<file path="config.mk">
export PLATFORM = sky130hd
export DESIGN_NAME = data_split_flat
export DESIGN_NICKNAME = d
export VERILOG_FILES = /design/src/rtl/data_split_if.sv /design/src/rtl/data_split.sv /design/src/flat_wrapper.sv
export SDC_FILE = /design/constraint.sdc
export NUM_CORES = 2
export LEC_CHECK = 0
export ABC_AREA = 1
export BUFFER_PORTS_ARGS = -buffer_cell sky130_fd_sc_hd__buf_4
export CORE_AREA = 2 2 505 507
export CTS_CLUSTER_DIAMETER = 200
export DETAILED_ROUTE_END_ITERATION = 16
export DIE_AREA = 0 0 507 509
export PLACE_DENSITY = 0.44
export SYNTH_ARGS = -nofsm -noshare
export SYNTH_HDL_FRONTEND = slang
export SYNTH_SLANG_ARGS = --single-unit
</file>
<file path="constraint.sdc">
create_clock -name clk -period 5.06 [get_ports clk]
set_clock_uncertainty 0.15 [all_clocks]
set_input_delay 0.759 -clock clk [delete_from_list [all_inputs] [get_ports clk]]
set_output_delay 0.759 -clock clk [all_outputs]
set_load 0.005 [all_outputs]
</file>
<file path="src/rtl/data_split_if.sv">
// Stream bundle for the wide-to-narrow splitter. The wide word enters from upstream and the narrow beats leave to downstream.
// The slave modport is the splitter side; the master modport is the surrounding logic that drives it.
interface data_split_if #(
  parameter int INPUT_DATA_WIDTH  = 1024,
  parameter int OUTPUT_DATA_WIDTH = 256,
  parameter int CNT_W             = 3
);
  logic [INPUT_DATA_WIDTH-1:0]  data_in;
  logic [CNT_W-1:0]             beats_in;
  logic                         last_in;
  logic                         valid_in;
  logic                         ready_out;
  logic [OUTPUT_DATA_WIDTH-1:0] data_out;
  logic                         valid_out;
  logic                         last_out;
  logic                         ready_in;

  modport slave (
    input  data_in, beats_in, last_in, valid_in, ready_in,
    output ready_out, data_out, valid_out, last_out
  );

  modport master (
    output data_in, beats_in, last_in, valid_in, ready_in,
    input  ready_out, data_out, valid_out, last_out
  );
endinterface

</file>
<file path="src/rtl/data_split.sv">
// Wide-to-narrow width converter: one wide word in, up to SPLIT_LEVEL narrow beats out, LSB slice first.
// A per-word beat count allows a short tail word, and the last flag marks the final beat of the stream.
module data_split #(
  parameter int INPUT_DATA_WIDTH  = 1024,
  parameter int OUTPUT_DATA_WIDTH = 256,
  parameter int SPLIT_LEVEL       = INPUT_DATA_WIDTH / OUTPUT_DATA_WIDTH,
  parameter int CNT_W             = $clog2(SPLIT_LEVEL) + 1
) (
  input  logic           clk,
  input  logic           areset,
  input  logic           ap_start,
  data_split_if.slave    bus
);

  logic [INPUT_DATA_WIDTH-1:0] shift_reg;
  logic [CNT_W-1:0]            remain;
  logic                        last_reg;
  logic                        fire_in;
  logic                        fire_out;

  // A zero count or an out-of-range count both mean a full word.
  function automatic logic [CNT_W-1:0] clamp_beats(input logic [CNT_W-1:0] b);
    if (b == '0 || int'(b) > SPLIT_LEVEL) return CNT_W'(SPLIT_LEVEL);
    return b;
  endfunction

  function automatic logic [INPUT_DATA_WIDTH-1:0] next_slice(input logic [INPUT_DATA_WIDTH-1:0] w);
    if (SPLIT_LEVEL > 1) return w >> OUTPUT_DATA_WIDTH;
    return w;
  endfunction

  assign bus.valid_out = (remain != '0);
  assign bus.data_out  = shift_reg[OUTPUT_DATA_WIDTH-1:0];
  assign bus.last_out  = last_reg && (remain == CNT_W'(1));
  // Accepting on the final beat lets the next word follow without a bubble.
  assign bus.ready_out = !areset && !ap_start &&
                         ((remain == '0) || ((remain == CNT_W'(1)) && bus.ready_in));

  assign fire_in  = bus.valid_in && bus.ready_out;
  assign fire_out = bus.valid_out && bus.ready_in;

  always_ff @(posedge clk) begin
    if (areset || ap_start) begin
      shift_reg <= '0;
      remain    <= '0;
      last_reg  <= 1'b0;
    end else if (fire_in) begin
      shift_reg <= bus.data_in;
      remain    <= clamp_beats(bus.beats_in);
      last_reg  <= bus.last_in;
    end else if (fire_out) begin
      shift_reg <= next_slice(shift_reg);
      remain    <= remain - CNT_W'(1);
      if (remain == CNT_W'(1)) last_reg <= 1'b0;
    end
  end

endmodule

</file>
<file path="src/flat_wrapper.sv">
// flat-port wrapper written by rule: the top's interface ports become plain ports
module data_split_flat 
#(
  parameter int INPUT_DATA_WIDTH  = 1024,
  parameter int OUTPUT_DATA_WIDTH = 256,
  parameter int SPLIT_LEVEL       = INPUT_DATA_WIDTH / OUTPUT_DATA_WIDTH,
  parameter int CNT_W             = $clog2(SPLIT_LEVEL) + 1
)
  (clk, areset, ap_start, bus_data_in, bus_beats_in, bus_last_in, bus_valid_in, bus_ready_in, bus_ready_out, bus_data_out, bus_valid_out, bus_last_out);
  data_split_if #(.INPUT_DATA_WIDTH(INPUT_DATA_WIDTH), .OUTPUT_DATA_WIDTH(OUTPUT_DATA_WIDTH), .CNT_W(CNT_W)) bus_i ();
  input  logic clk;
  input  logic areset;
  input  logic ap_start;
  input wire logic [$bits(bus_i.data_in)-1:0] bus_data_in;
  input wire logic [$bits(bus_i.beats_in)-1:0] bus_beats_in;
  input wire logic [$bits(bus_i.last_in)-1:0] bus_last_in;
  input wire logic [$bits(bus_i.valid_in)-1:0] bus_valid_in;
  input wire logic [$bits(bus_i.ready_in)-1:0] bus_ready_in;
  output wire logic [$bits(bus_i.ready_out)-1:0] bus_ready_out;
  output wire logic [$bits(bus_i.data_out)-1:0] bus_data_out;
  output wire logic [$bits(bus_i.valid_out)-1:0] bus_valid_out;
  output wire logic [$bits(bus_i.last_out)-1:0] bus_last_out;
  assign bus_i.data_in = bus_data_in;
  assign bus_i.beats_in = bus_beats_in;
  assign bus_i.last_in = bus_last_in;
  assign bus_i.valid_in = bus_valid_in;
  assign bus_i.ready_in = bus_ready_in;
  assign bus_ready_out = bus_i.ready_out;
  assign bus_data_out = bus_i.data_out;
  assign bus_valid_out = bus_i.valid_out;
  assign bus_last_out = bus_i.last_out;
  data_split #(.INPUT_DATA_WIDTH(INPUT_DATA_WIDTH), .OUTPUT_DATA_WIDTH(OUTPUT_DATA_WIDTH), .SPLIT_LEVEL(SPLIT_LEVEL), .CNT_W(CNT_W)) u_core (.clk(clk), .areset(areset), .ap_start(ap_start), .bus(bus_i));
endmodule
</file>
==> flow_summary.ini <==
[timing]
final-max-slew-violation-count = 0
setup_viol = 0
finalSetupTns_ps = 0
setup_ws_ps = 1731
max_freq_ghz = 0.3004
finalCritPeriodShare_pct = 65.78
worst_pin_slew_ps = 1202
hold_viol = 0
slew_headroom_pct = 19.89
finalCriticalPeriod_ps = 3329
rsz0062_at_grt = no

[global_route]
grt_pass1_wl_mm = 384.5
antenna_found_initial = 81
grt_max_degree = 233
grt.total_usage_pct = 19.57
grt_pass1_vias = 56523
gr-total-overflow = 0

[cells_and_area]
post-route-cell-area_um2 = 70080
stdcell_count = 12513
largest_reg_flops = 1024
syn2layout_area_growth_pct = 27.28
nets = 10029
drive_above_1_share_pct = 17.84

[logic_synthesis]
synth-edff-count = 0
synth_common_cells = nand2_1 (2327), nand3_1 (1107), dfxtp_1 (1028), inv_1 (777), a21oi_1 (770)
avgSynthCellArea_um2 = 6.505
yosys.area.top_type = dfxtp_1
synth_cell_types = 22
synth-seq-area-share_pct = 37.38
ys.flop_type = dfxtp_1
yosysWarnings = 0
synthArstFlopShare_pct = 0
syn_inst = 8464
syn_nets = 9501
synthTopCellsByArea = dfxtp_1 (37%), nand2_1 (16%), nand3_1 (10%), a21oi_1 (7.0%), nand4_1 (6.9%)
syn-cell-area_um2 = 55060
synth.top_cell.area_share_pct = 37.38
ys_ff_latch = 1028
synthMostInstantiatedCell = nand2_1

[worst_setup_path]
worstPathArrival_ps = 3910
cp-end-kind = flop
crit_chain = inv_1 > ha_1 > nand2_2 > nand2_4 > inv_8 > buf_4 > nand2_1 > nand2_1 > nand2_1 > a21oi_1
path_class = reg -> reg
critPathMaxStageDelay_ps = 720
critPathSlowestCell = inv_8
crit_top_cell = nand2_1
crit_required_ps = 5640
crit_fanout = 75
start_kind = flop

[die]
num_io_pins = 1292
rows = 185
die-area_um2 = 258100
core_um2 = 252800
fp.dieW_um = 507
fp.dieH_um = 509
initial_core_util_pct = 21.78

[clock_tree]
cts_root_buf = clkbuf_16
cts_sinks = 1028
clk_latency_ps = 790
h-tree-depth = 4
clk_pin_slew_ps = 60
cts_tree = done
cts_resized = 0
holdBufCountCts = 43
postCtsSetupRepairBufs = 0
cts_buffer_depth = 3
numCtsBuffers = 138

[route]
ant_nets = 0
drcViolationCount = 0
wl_met1_mm = 117.1
dr.pass1.iters = 8
num_vias = 59038
viasPerCell = 4.718
top_layer = met5
wl_met2_mm = 123.8
route.met3.wl_mm = 17.40
routed_wl_mm = 266.7
drtIter0Drc = 5202
wl_per_cell_um = 21.31

[place]
place_ws_ps = 1398
port_buffers = 1291
place_area_um2 = 64940
dp_hpwl_mm = 180.5
dpl.cell_count = 12175
gp_congestion = 0.9021

[job]
cap_violations = 0

[hold_path]
worstHoldPathType = in -> reg

[power]
power_density_nw_per_um2 = 315.3
p_leak_uw = 0.03226
ir_worst_vdd_uv = 318.8

[run_status]
run_status = finished, final reports clean
-- cells by family after synthesis --
| logic type | synth area share [%] |
|---|---|
| AOI/OAI and AO/OA | 8.561 |
| and+or+nand+nor | 38.73 |
| adders and majority gates | 0.09090 |
| buffers and inverters | 15.22 |
| DFF | 37.38 |
| xor gates and xnor gates | 0.01591 |
-- stage by stage --
stage | hold WS, ps | total power, uW | utilization (%)
floorplan | 302.3 | 10560 | -
global placement | 313.3 | 12190 | 25.69
detailed placement | 319.1 | 12180 | 25.69
CTS | 0.2157 | 22490 | 27.68
global route | 49.10 | 23090 | 27.71
finish | 100.6 | 22100 | 27.73
-- final cells by class --
cell class,count,area [um2]
Clock inverter,33,444.2
Multi-Input combinational cell,5595,26150
Tap cell,3366,4212
Sequential cell,1028,20580
Clock buffer,214,4146
Inverter,781,2952
Antenna cell,48,120.1
Fill cell,28457,182700
Timing Repair Buffer,1448,11470
-- critical path: cells and delay by family, from the launching register on --
kind	cells	cell delay, ps
fa+ha+maj	1	220
buf+inv	3	1280
flops	1	340
simple gates	5	990
compound gates	1	130
-- worst paths after layout --
check | to | cells past startpoint | start | slack [ps]
hold reg to reg | u_core.shift_reg[887] | 2 | u_core.shift_reg[887] | 330
setup reg to reg | u_core.shift_reg[153] | 10 | u_core.remain[0] | 1730
hold / removal | u_core.shift_reg[836] | 3 | bus_data_in[836] | 100
setup / recovery | u_core.shift_reg[153] | 10 | u_core.remain[0] | 1730
-- power by group --
part	switching, uW	internal [uW]
Sequential	133	8330
Clock	4170	5910
Combinational	2280	1270
-- per-layer routing --
metal / up-vias / track usage (%)
met4: 50 / 6.994
met3: 363 / 4.017
li1: 28434 / -
met5: - / 0
met2: 2039 / 31.61
met1: 28152 / 25.68
-- cells in the final DEF (no fill, tap or decap), types with 2 or more instances in the layout --
| cell type | n |
|---|---|
| nand2_1 | 2326 |
| buf_4 | 1365 |
| nand3_1 | 1106 |
| dfxtp_1 | 1028 |
| inv_1 | 777 |
| a21oi_1 | 770 |
| nand4_1 | 603 |
| nor2_1 | 350 |
| nand3b_1 | 256 |
| o21ai_0 | 170 |
| clkbuf_16 | 144 |
| diode_2 | 48 |
| dlygate4sd3_1 | 43 |
| clkbuf_1 | 42 |
| buf_12 | 39 |
| clkbuf_8 | 28 |
| clkinv_2 | 15 |
| bufinv_16 | 5 |
| ha_1 | 4 |
| clkinv_16 | 4 |
| inv_6 | 3 |
| clkinv_8 | 3 |
| or2_2 | 2 |
| inv_8 | 2 |
| nand2_8 | 2 |
| clkinv_4 | 2 |
| clkinvlp_4 | 2 |
Power figures use the tool's default switching activity.
